**src/rtl/onewire_pkg.sv**
```systemverilog
// Shared 1-Wire definitions: ROM/function commands, slave FSM states,
// fixed DS18B20 scratchpad bytes and the Dallas CRC8 polynomial.
package onewire_pkg;

    localparam logic [7:0] CMD_SKIP_ROM     = 8'hCC;
    localparam logic [7:0] CMD_CONVERT_T    = 8'h44;
    localparam logic [7:0] CMD_READ_SCRATCH = 8'hBE;

    localparam logic [7:0] SP_TH    = 8'h4B;
    localparam logic [7:0] SP_TL    = 8'h46;
    localparam logic [7:0] SP_CFG   = 8'h7F;
    localparam logic [7:0] SP_RSVD0 = 8'hFF;
    localparam logic [7:0] SP_RSVD1 = 8'h0C;
    localparam logic [7:0] SP_RSVD2 = 8'h10;

    localparam logic [7:0]  CRC8_POLY = 8'h8C;
    localparam logic [15:0] TEMP_POR  = 16'h0550;

    typedef enum logic [2:0] {
        ST_IDLE,
        ST_PRES_WAIT,
        ST_PRES,
        ST_ROM_CMD,
        ST_FUNC_CMD,
        ST_CONV,
        ST_TX,
        ST_IGNORE
    } state_e;

    function automatic int max2(input int a, input int b);
        return (a > b) ? a : b;
    endfunction

    // Scratchpad byte by index; index 8 is the running CRC.
    function automatic logic [7:0] scratch_byte(input logic [3:0]  idx,
                                                input logic [15:0] temp,
                                                input logic [7:0]  crc);
        case (idx)
            4'd0:    return temp[7:0];
            4'd1:    return temp[15:8];
            4'd2:    return SP_TH;
            4'd3:    return SP_TL;
            4'd4:    return SP_CFG;
            4'd5:    return SP_RSVD0;
            4'd6:    return SP_RSVD1;
            4'd7:    return SP_RSVD2;
            4'd8:    return crc;
            default: return 8'hFF;
        endcase
    endfunction

endpackage

```
**src/rtl/onewire_crc8.sv**
```systemverilog
// Serial Dallas/Maxim CRC8 (reflected polynomial 0x8C), one data bit per enabled cycle.
module onewire_crc8
    import onewire_pkg::*;
(
    input  logic       clk,
    input  logic       rst,
    input  logic       clr,
    input  logic       en,
    input  logic       bit_in,
    output logic [7:0] crc
);

    logic [7:0] crc_q, crc_d;

    always_comb begin
        crc_d = crc_q;
        if (clr) begin
            crc_d = '0;
        end else if (en) begin
            crc_d = (crc_q >> 1) ^ (((crc_q[0] ^ bit_in) == 1'b1) ? CRC8_POLY : 8'h00);
        end
    end

    always_ff @(posedge clk or posedge rst) begin
        if (rst) crc_q <= '0;
        else     crc_q <= crc_d;
    end

    assign crc = crc_q;

endmodule

```
**src/rtl/ds18b20_slave.sv**
```systemverilog
// DS18B20 1-Wire responder: reset/presence, Skip ROM, Convert T and Read Scratchpad
// with CRC8, driving an open-drain DQ line (dq_out=1 means release).
module ds18b20_slave
    import onewire_pkg::*;
#(
    parameter int CLK_PER_US   = 1,
    parameter int RESET_MIN_US = 480,
    parameter int PRES_WAIT_US = 30,
    parameter int PRES_US      = 120,
    parameter int SAMPLE_US    = 30,
    parameter int HOLD_US      = 45,
    parameter int CONV_US      = 750000
) (
    input  logic        clk,
    input  logic        rst,
    input  logic        dq_in,
    output logic        dq_out,
    input  logic [15:0] temp_in,
    output logic [15:0] temp_reg,
    output logic        conv_busy,
    output logic [7:0]  cmd,
    output logic        cmd_stb
);

    localparam int RESET_CYC  = RESET_MIN_US * CLK_PER_US;
    localparam int PWAIT_CYC  = PRES_WAIT_US * CLK_PER_US;
    localparam int PRES_CYC   = PRES_US * CLK_PER_US;
    localparam int SAMPLE_CYC = SAMPLE_US * CLK_PER_US;
    localparam int HOLD_CYC   = HOLD_US * CLK_PER_US;
    localparam int CONV_CYC   = CONV_US * CLK_PER_US;
    localparam int CNT_MAX    = max2(max2(PWAIT_CYC, PRES_CYC), max2(SAMPLE_CYC, HOLD_CYC));
    localparam int LOW_W      = $clog2(RESET_CYC + 1);
    localparam int CNT_W      = $clog2(CNT_MAX + 1);
    localparam int CONV_W     = $clog2(CONV_CYC + 1);
    localparam logic [6:0] TX_BITS = 7'd72;

    state_e            state_q, state_d;
    logic              dq_s1_q, dq_s2_q, dq_prev_q;
    logic [LOW_W-1:0]  low_cnt_q, low_cnt_d;
    logic [CNT_W-1:0]  cnt_q, cnt_d;
    logic              slot_act_q, slot_act_d, slot_drv_q, slot_drv_d;
    logic [6:0]        bit_cnt_q, bit_cnt_d;
    logic [7:0]        shreg_q, shreg_d, cmd_q, cmd_d;
    logic              cmd_stb_q, cmd_stb_d;
    logic              conv_busy_q, conv_busy_d;
    logic [CONV_W-1:0] conv_cnt_q, conv_cnt_d;
    logic [15:0]       temp_q, temp_d;
    logic              dq_out_q, dq_out_d;
    logic              fall, rise, bus_rst, tx_bit, crc_clr, crc_en, crc_bit;
    logic [7:0]        rx_byte, crc_val, sp_byte;

    // Our own pull-down must not look like master activity.
    assign fall    = dq_out_q && dq_prev_q && !dq_s2_q;
    assign rise    = dq_out_q && !dq_prev_q && dq_s2_q;
    assign bus_rst = rise && (low_cnt_q >= LOW_W'(RESET_CYC));
    assign sp_byte = scratch_byte(bit_cnt_q[6:3], temp_q, crc_val);

    onewire_crc8 u_crc (
        .clk    (clk),
        .rst    (rst),
        .clr    (crc_clr),
        .en     (crc_en),
        .bit_in (crc_bit),
        .crc    (crc_val)
    );

    always_comb begin
        // NOTE: every signal gets a default before any branch, so no latch can be inferred.
        state_d     = state_q;
        cnt_d       = cnt_q;
        slot_act_d  = slot_act_q;
        slot_drv_d  = slot_drv_q;
        bit_cnt_d   = bit_cnt_q;
        shreg_d     = shreg_q;
        cmd_d       = cmd_q;
        cmd_stb_d   = 1'b0;
        conv_busy_d = conv_busy_q;
        conv_cnt_d  = conv_cnt_q;
        temp_d      = temp_q;
        crc_clr     = 1'b0;
        crc_en      = 1'b0;
        crc_bit     = 1'b0;
        tx_bit      = 1'b1;
        rx_byte     = {dq_s2_q, shreg_q[7:1]};

        if (!dq_out_q || dq_s2_q)                    low_cnt_d = '0;
        else if (low_cnt_q < LOW_W'(RESET_CYC))      low_cnt_d = low_cnt_q + 1'b1;
        else                                         low_cnt_d = low_cnt_q;

        if (conv_busy_q) begin
            if (conv_cnt_q >= CONV_W'(CONV_CYC - 1)) begin
                conv_busy_d = 1'b0;
                temp_d      = temp_in;
            end else begin
                conv_cnt_d = conv_cnt_q + 1'b1;
            end
        end

        unique case (state_q)
            ST_IDLE, ST_IGNORE: ;
            ST_PRES_WAIT: begin
                if (cnt_q >= CNT_W'(PWAIT_CYC - 1)) begin
                    state_d = ST_PRES;
                    cnt_d   = '0;
                end else begin
                    cnt_d = cnt_q + 1'b1;
                end
            end
            ST_PRES: begin
                if (cnt_q >= CNT_W'(PRES_CYC - 1)) begin
                    state_d    = ST_ROM_CMD;
                    cnt_d      = '0;
                    bit_cnt_d  = '0;
                    slot_act_d = 1'b0;
                end else begin
                    cnt_d = cnt_q + 1'b1;
                end
            end
            ST_ROM_CMD, ST_FUNC_CMD: begin
                if (fall) begin
                    slot_act_d = 1'b1;
                    slot_drv_d = 1'b0;
                    cnt_d      = '0;
                end else if (slot_act_q) begin
                    if (cnt_q >= CNT_W'(SAMPLE_CYC - 1)) begin
                        slot_act_d = 1'b0;
                        shreg_d    = rx_byte;
                        bit_cnt_d  = bit_cnt_q + 1'b1;
                        if (bit_cnt_q == 7'd7) begin
                            bit_cnt_d = '0;
                            cmd_d     = rx_byte;
                            cmd_stb_d = 1'b1;
                            if (state_q == ST_ROM_CMD) begin
                                state_d = (rx_byte == CMD_SKIP_ROM) ? ST_FUNC_CMD : ST_IGNORE;
                            end else if (rx_byte == CMD_CONVERT_T) begin
                                state_d     = ST_CONV;
                                conv_busy_d = 1'b1;
                                conv_cnt_d  = '0;
                            end else if (rx_byte == CMD_READ_SCRATCH) begin
                                state_d = ST_TX;
                                crc_clr = 1'b1;
                            end else begin
                                state_d = ST_IGNORE;
                            end
                        end
                    end else begin
                        cnt_d = cnt_q + 1'b1;
                    end
                end
            end
            ST_CONV, ST_TX: begin
                tx_bit = (state_q == ST_CONV) ? !conv_busy_q : sp_byte[bit_cnt_q[2:0]];
                if (fall && bit_cnt_q != TX_BITS) begin
                    slot_act_d = 1'b1;
                    slot_drv_d = !tx_bit;
                    cnt_d      = '0;
                    if (state_q == ST_TX) begin
                        bit_cnt_d = bit_cnt_q + 1'b1;
                        crc_en    = (bit_cnt_q < 7'd64);
                        crc_bit   = tx_bit;
                    end
                end else if (slot_act_q) begin
                    if (cnt_q >= CNT_W'(HOLD_CYC - 1)) begin
                        slot_act_d = 1'b0;
                        slot_drv_d = 1'b0;
                    end else begin
                        cnt_d = cnt_q + 1'b1;
                    end
                end else if (state_q == ST_TX && bit_cnt_q == TX_BITS) begin
                    state_d = ST_IGNORE;
                end
            end
        endcase

        // A long low pulse aborts any transaction; the conversion timer is left alone.
        if (bus_rst) begin
            state_d    = ST_PRES_WAIT;
            cnt_d      = '0;
            bit_cnt_d  = '0;
            slot_act_d = 1'b0;
            slot_drv_d = 1'b0;
        end

        dq_out_d = !((state_d == ST_PRES) || (slot_act_d && slot_drv_d));
    end

    always_ff @(posedge clk or posedge rst) begin
        if (rst) begin
            dq_s1_q     <= 1'b1;
            dq_s2_q     <= 1'b1;
            dq_prev_q   <= 1'b1;
            state_q     <= ST_IDLE;
            low_cnt_q   <= '0;
            cnt_q       <= '0;
            slot_act_q  <= 1'b0;
            slot_drv_q  <= 1'b0;
            bit_cnt_q   <= '0;
            shreg_q     <= '0;
            cmd_q       <= '0;
            cmd_stb_q   <= 1'b0;
            conv_busy_q <= 1'b0;
            conv_cnt_q  <= '0;
            temp_q      <= TEMP_POR;
            dq_out_q    <= 1'b1;
        end else begin
            // NOTE: non-blocking assignments so every flop samples pre-edge values.
            dq_s1_q     <= dq_in;
            dq_s2_q     <= dq_s1_q;
            dq_prev_q   <= dq_s2_q;
            state_q     <= state_d;
            low_cnt_q   <= low_cnt_d;
            cnt_q       <= cnt_d;
            slot_act_q  <= slot_act_d;
            slot_drv_q  <= slot_drv_d;
            bit_cnt_q   <= bit_cnt_d;
            shreg_q     <= shreg_d;
            cmd_q       <= cmd_d;
            cmd_stb_q   <= cmd_stb_d;
            conv_busy_q <= conv_busy_d;
            conv_cnt_q  <= conv_cnt_d;
            temp_q      <= temp_d;
            dq_out_q    <= dq_out_d;
        end
    end

    assign dq_out    = dq_out_q;
    assign temp_reg  = temp_q;
    assign conv_busy = conv_busy_q;
    assign cmd       = cmd_q;
    assign cmd_stb   = cmd_stb_q;

endmodule

```
**config.mk**
```make
export PLATFORM = sky130hd
export DESIGN_NAME = ds18b20_slave
export DESIGN_NICKNAME = d
export VERILOG_FILES = /design/src/rtl/onewire_pkg.sv /design/src/rtl/onewire_crc8.sv /design/src/rtl/ds18b20_slave.sv
export SDC_FILE = /design/constraint.sdc
export NUM_CORES = 1
export LEC_CHECK = 0
export ABC_AREA = 1
export CAP_MARGIN = 30
export CORE_ASPECT_RATIO = 0.8
export CORE_UTILIZATION = 53
export CTS_CLUSTER_DIAMETER = 150
export CTS_CLUSTER_SIZE = 25
export DETAILED_ROUTE_END_ITERATION = 12
export HOLD_SLACK_MARGIN = 0.15
export PLACE_DENSITY = 0.73
export SETUP_SLACK_MARGIN = 0.3
export SLEW_MARGIN = 15
export SYNTH_ARGS = -nofsm -noshare
export SYNTH_HDL_FRONTEND = slang
export SYNTH_HIERARCHICAL = 1
export SYNTH_SLANG_ARGS = --single-unit
```
**constraint.sdc**
```tcl
create_clock -name clk -period 7.2 [get_ports clk]
set_input_delay 0.72 -clock clk [delete_from_list [all_inputs] [get_ports clk]]
set_output_delay 0.72 -clock clk [all_outputs]
set_load 0.05 [all_outputs]
```
; ---- Word level (Yosys, flattened, before mapping)
; Index checks and enable logic that the tools add are counted.
[op_classes]
add_sub_neg = 4
n_mul = 0
n_div = 0
n_lt_le_gt_ge = 8
n_eq_ne = 30
shift = 0
mux = 95
n_bitwise = 3
reduce_logical = 28
[op_table]
columns = op, count
row1 = $mux 20, 9
row2 = $mux 7, 17
row3 = $pmux 8 s8, 1
row4 = $mux 1, 44
row5 = $mux 3, 10
row6 = $pmux 7 s4, 1
row7 = $mux 8, 3
row8 = $pmux 7 s3, 1
row9 = $add 20x1->20 const B, 1
row10 = $ge 20x20->1 const B, 1
row11 = $mux 9, 2
row12 = $ne 3x3->1 const B, 6
row13 = $eq 8x8->1 const B, 2
row14 = $ne 4x4->1 const B, 4
row15 = $add 7x1->7 const B, 2
row16 = $eq 4x3->1 const B, 3
row17 = $pmux 3 s4, 1
row18 = $reduce_and 5->1, 2
row19 = $add 9x1->9 const B, 1
row20 = $eq 3x2->1 const B, 3
row21 = $eq 3x3->1 const B, 3
row22 = $ge 9x9->1 const B, 1
row23 = $lt 9x9->1 const B, 1
row24 = $eq 4x2->1 const B, 2
row25 = 30 further kinds, 47
[word_totals]
regBits = 94
latch_bits = 0
ramBits = 0
romBits = 0
elab_cells = 185
n_memories = 0

; ---- Logic depth before layout (Yosys ltp)
[depth]
ltp_word = 13
mapped_depth = 19
depth_no_buf = 19

; ---- By module
; The synthesis kept the hierarchy.
[modules_own_cells]
columns = module, n_inst, cells_per_inst, area_each_um2, seq_area_each_um2
row1 = ds18b20_slave, 1, 612, 4807.1, 2137.0
row2 = onewire_crc8, 1, 43, 372.9, 200.2

; ---- Worst setup path after synthesis
; OpenSTA, ideal clock, no wires.
[synth_path]
path_kind = register to register
from = reg dq_out_q, in the netlist dq_out
to = reg u_crc.crc_q[7], in the netlist u_crc/crc[7]
arrival_ps = 2154
t_required_ps = 7124
setup_slack_ps = 4969
path_stages_with_launch = 14
path_buffers = 1
synth_period_minus_slack_ps = 2231
cell_sequence = dfstp_2 -> inv_1 -> nor2_4 -> inv_2 -> nor2_8 -> nor2_1 -> nand2_2 -> nor2_2 -> inv_2 -> clkbuf_1 -> nor2_1 -> nor2_2 -> inv_2 -> o21ai_1
[synth_via]
elab_cells_between_ends = 15
classes_between = mux: 9 / bitwise: 2 / reduce/logical: 4
[synth_rtl]
columns = item, line
row1 = start: declaration, ds18b20_slave.sv:48  ; logic dq_out_q, dq_out_d;
row2 = start signal: assignment, ds18b20_slave.sv:222  ; dq_out_q <= dq_out_d;
row3 = $logic_and 1x1->1 * (2 in series), ds18b20_slave.sv:53  ; assign fall = dq_out_q && dq_prev_q && !dq_s2_q;
row4 = $mux 1 *, ds18b20_slave.sv:120  ; if (fall) begin
row5 = $mux 1 *, ds18b20_slave.sv:99  ; unique case (state_q)
row6 = net crc_clr, ds18b20_slave.sv:49  ; logic fall, rise, bus_rst, tx_bit, crc_clr, crc_en, crc_bit;
row7 = $mux 8 or $reduce_bool 2->1 (tied branches), -
row8 = end signal: assignment, onewire_crc8.sv:26  ; else crc_q <= crc_d;
row9 = end: declaration, onewire_crc8.sv:13  ; logic [7:0] crc_q, crc_d;
; Mark *: on every way through the listed nets, which the timed path passes. The rest lies on a longest branch. The select of a mux whose other input is x is not followed.
; A chain may end at the register's enable or synchronous reset.

; ---- Worst setup path in the final report
[layout_path]
from = reg bit_cnt_q[4]
to = reg u_crc.crc_q[3], in the netlist u_crc/crc[3]
[layout_via]
elab_chain_len = 13
elab_cells_between_ends = 33
classes_between = order compare: 1 / eq/ne: 9 / mux: 18 / bitwise: 2 / reduce/logical: 3
[layout_rtl]
columns = item, line
row1 = start: declaration, ds18b20_slave.sv:42  ; logic [6:0] bit_cnt_q, bit_cnt_d;
row2 = start signal: assignment, ds18b20_slave.sv:215  ; bit_cnt_q <= bit_cnt_d;
row3 = $eq 4x4->1 (tied with other cells), onewire_pkg.sv:38  ; case (idx)
row4 = $pmux 8 s8, onewire_pkg.sv:38
row5 = $bmux 1 s3, ds18b20_slave.sv:152  ; tx_bit = (state_q == ST_CONV) ? !conv_busy_q : sp_byte[bit_cnt_q[2:0]];
row6 = $mux 1 (not written as such), ds18b20_slave.sv:152
row7 = $mux 1, ds18b20_slave.sv:152
row8 = $mux 1, ds18b20_slave.sv:157  ; if (state_q == ST_TX) begin
row9 = $mux 1 *, ds18b20_slave.sv:153  ; if (fall && bit_cnt_q != TX_BITS) begin
row10 = $mux 1 *, ds18b20_slave.sv:99
row11 = net crc_bit, ds18b20_slave.sv:49
row12 = $xor 1x1->1 *, onewire_crc8.sv:20  ; crc_d = (crc_q >> 1) ^ (((crc_q[0] ^ bit_in) == 1'b1) ? CRC8_POLY : 8'h00);
row13 = $mux 8 *, onewire_crc8.sv:20
row14 = $xor 7x8->8 *, onewire_crc8.sv:20
row15 = $mux 8 *, onewire_crc8.sv:19  ; end else if (en) begin
row16 = $mux 8 *, onewire_crc8.sv:17  ; if (clr) begin
; Marked as above.

==> flow_summary.json <==
{
  "worstPathMaxFanout": 16,
  "power.density_nw_per_um2": 178,
  "synth_area_leaders": "dfrtp_1, nand2_1, nand3_1",
  "yosys_register_bits": 93,
  "placed_cell_area_sq_um": 5780,
  "place_congestion": 0.934,
  "first_iter_violations": 389,
  "netlist.top_cell.by_area": "dfrtp_1",
  "critPathArrivalTime_ns": 2.84,
  "die_area_sq_um": 10200,
  "p_leak_nw": 2.81,
  "antenna_cells": 0,
  "pin_count": 46,
  "ys_top_cells_by_count": "nand2_1, inv_1, dfrtp_1",
  "postCtsSetupBuffers": 0,
  "clk_pin_slew_worst_paths_ns": 0.06,
  "final.setup.tns_ns": 0,
  "synth_compound_area_frac": 0.121,
  "synth.yosys.warnings": 6,
  "cts_root_buf": "clkbuf_16",
  "port_buffers": 45,
  "slew_violations": 0,
  "ys.flop_type": "dfrtp_1",
  "clkSinkCount": 93,
  "yosysSeqAreaShare": 0.451,
  "yosys.area_share.adder": 0.0193,
  "via_per_inst": 5.56,
  "fin_nets": 734,
  "cts_tree": "built",
  "critPathRequiredTime_ns": 7.43,
  "avgSynthCellArea_sq_um": 7.91,
  "final_layout_size_suffix_gt1_frac": 0.117,
  "hold_violations": 0,
  "hold_path_class": "register to register",
  "die_w_um": 113,
  "synthCells": 655,
  "run_status": "finished, final reports clean",
  "core-area_sq_um": 9270,
  "fp.dieH_um": 90.4,
  "relSlewSlack": 0.595,
  "finalClockSkew_ns": 0.00621,
  "drc": 0,
  "endpoint_kind": "register",
  "num_vias": 4599,
  "grt_setup_unrepaired": "false",
  "largest_reg_flops": 20,
  "area_growth_pct": 17.3,
  "design_area_sq_um": 6080,
  "track_usage": 0.259,
  "synth_top_family_by_area": "simple AND/OR/NAND/NOR gates",
  "firstDrtPassIters": 5,
  "fillCellCount": 799,
  "htree_levels": 3,
  "worst_pin_slew_ns": 0.607,
  "wl_per_cell_um": 14.9,
  "clockBufferDepth": 2,
  "dpl.hpwl_um": 9190,
  "ant_nets": 0,
  "drv_cap": 0,
  "grt_pass1_vias": 4519,
  "async_flop_share": 1.00,
  "finalCritPeriodShare": 0.362,
  "antenna_found_initial": 0,
  "rows": 31,
  "syn_nets": 682,
  "start_util": 0.559,
  "synthMuxAreaShare": 0.0283,
  "final-setup-viol-count": 0,
  "cts_resized": 0,
  "cts_buffers": 9,
  "clk_latency_ns": 0.34,
  "synth-xor-area-share": 0.0101,
  "grt_overflow": 0,
  "synth_edf_count": 0,
  "synth_simple_gate_area_share": 0.286,
  "synth_most_common_cell": "nand2_1",
  "grt_pass1_wl_um": 21200,
  "synth_top_area_frac": 0.411,
  "critical_path_class": "register to register",
  "startpoint_type": "register",
  "wirelength_um": 12300,
  "ir_drop_mv": 0.144,
  "hold_buffers": 0,
  "finalCriticalPeriod_ns": 2.61,
  "grt_max_degree": 47,
  "syn_area_sq_um": 5180,
  "synth_cell_types": 45,
  "fmax_mhz": 383
}
## power by group
group          switching, W   total, W  internal [W]
combinational     0.0000395  0.0000647     0.0000252
sequential       0.00000594   0.000537      0.000531
clock              0.000197   0.000477      0.000280
## kinds of logic after synthesis
family,count (synthesis)
multiplexers,13
AND/OR/NAND/NOR,313
XOR/XNOR,6
AO/OA/AOI/OAI,110
buffers and inverters,112
adder cells (fa/ha/maj),8
flip-flops,93
## worst max-delay path, stage by stage (launching register included)
cell and delay, ns:
dfrtp_1 0.46, nor2_2 0.51, nand2_1 0.21, nor2_1 0.13
nor2_1 0.06, nand2_1 0.05, nand2_1 0.06, nand2_1 0.06
nand2_1 0.05, nand2_1 0.05, nand2_1 0.05, nand2_1 0.05
nand2_1 0.06, nor2_1 0.22, inv_1 0.11, nand2_1 0.11
nand3_1 0.11, nand3_1 0.10, nand2_1 0.05
## layer usage
metal / up-vias / global-route usage / wire, um
met3: 18 / 0.0450 / 713
met4: 0 / 0.0756 / 148
met5: - / 0 / 0
met2: 148 / 0.397 / 5440
li1: 2269 / - / -
met1: 2164 / 0.378 / 5980
## cell type report
class                      count  area, sq um  area share
inverter                     106          399      0.0657
multi-input combinational    450         2410       0.397
sequential                    93         2340       0.385
clock buffer                  11          243      0.0399
tap                          115          144      0.0237
timing repair buffer          47          485      0.0799
clock inverter                 5         57.6     0.00947
## cells in the final DEF (no fill, tap or decap), types with 2 or more instances in the layout
master           netlist  layout
nand4_1                8       8
dfstp_2                8       8
dfrtp_1               85      85
clkdlybuf4s50_1        0      45
nor4_1                 4       4
o211ai_1               2       2
o22ai_1               10      10
mux2_2                 9       9
nand2_2               10      10
o21ai_0               46      46
inv_2                 13      13
a21oi_1               28      28
inv_6                  0       2
nand2_4                2       2
nor2_1                61      61
nor3_1                18      18
nor2_4                 4       4
ha_1                   8       8
inv_1                 91      90
nand3_2                3       3
nand3_1               69      69
o21a_1                 2       2
xor2_1                 5       5
o21ai_2                3       3
clkinv_2               0       3
nand2_1              119     119
o21ai_1                8       8
clkinv_1               2       2
nand3b_1               3       3
nor2_2                 6       6
nand4_2                2       2
nor3b_1                2       2
mux2_1                 4       4
a31oi_1                3       3
clkbuf_16              0       9
## path summary, 6_finish.rpt
kind / startpoint / to / slack [ns] / cells past startpoint
max: bit_cnt_q[4]$_DFFE_PP0P_ / u_crc/crc[3]$_DFFE_PP0P_ / 4.59 / 18
min: dq_s1_q$_DFF_PP1_ / dq_s2_q$_DFF_PP1_ / 0.37 / 0
max reg2reg: bit_cnt_q[4]$_DFFE_PP0P_ / u_crc/crc[3]$_DFFE_PP0P_ / 4.59 / 18
min reg2reg: dq_s1_q$_DFF_PP1_ / dq_s2_q$_DFF_PP1_ / 0.37 / 0
max in group asynchronous: rst / temp_reg[8]$_DFFE_PP1P_ / 5.66 / 4
min in group asynchronous: rst / u_crc/crc[6]$_DFFE_PP0P_ / 0.68 / 2
## stage by stage
step           power (W)  std cells  hold slack (ns)  worst slack, ns  utilization
3_3_place_gp    0.000609        810            0.359             4.83        0.620
2_1_floorplan   0.000583        655            0.345             4.30            -
4_1_cts          0.00109        827            0.367             4.67        0.656
3_5_place_dp    0.000612        811            0.355             4.65        0.623
6_report         0.00108        827            0.367             4.59        0.656
5_1_grt          0.00111        827            0.371             4.33        0.656
Note: power is estimated with default switching activity, not from simulation.
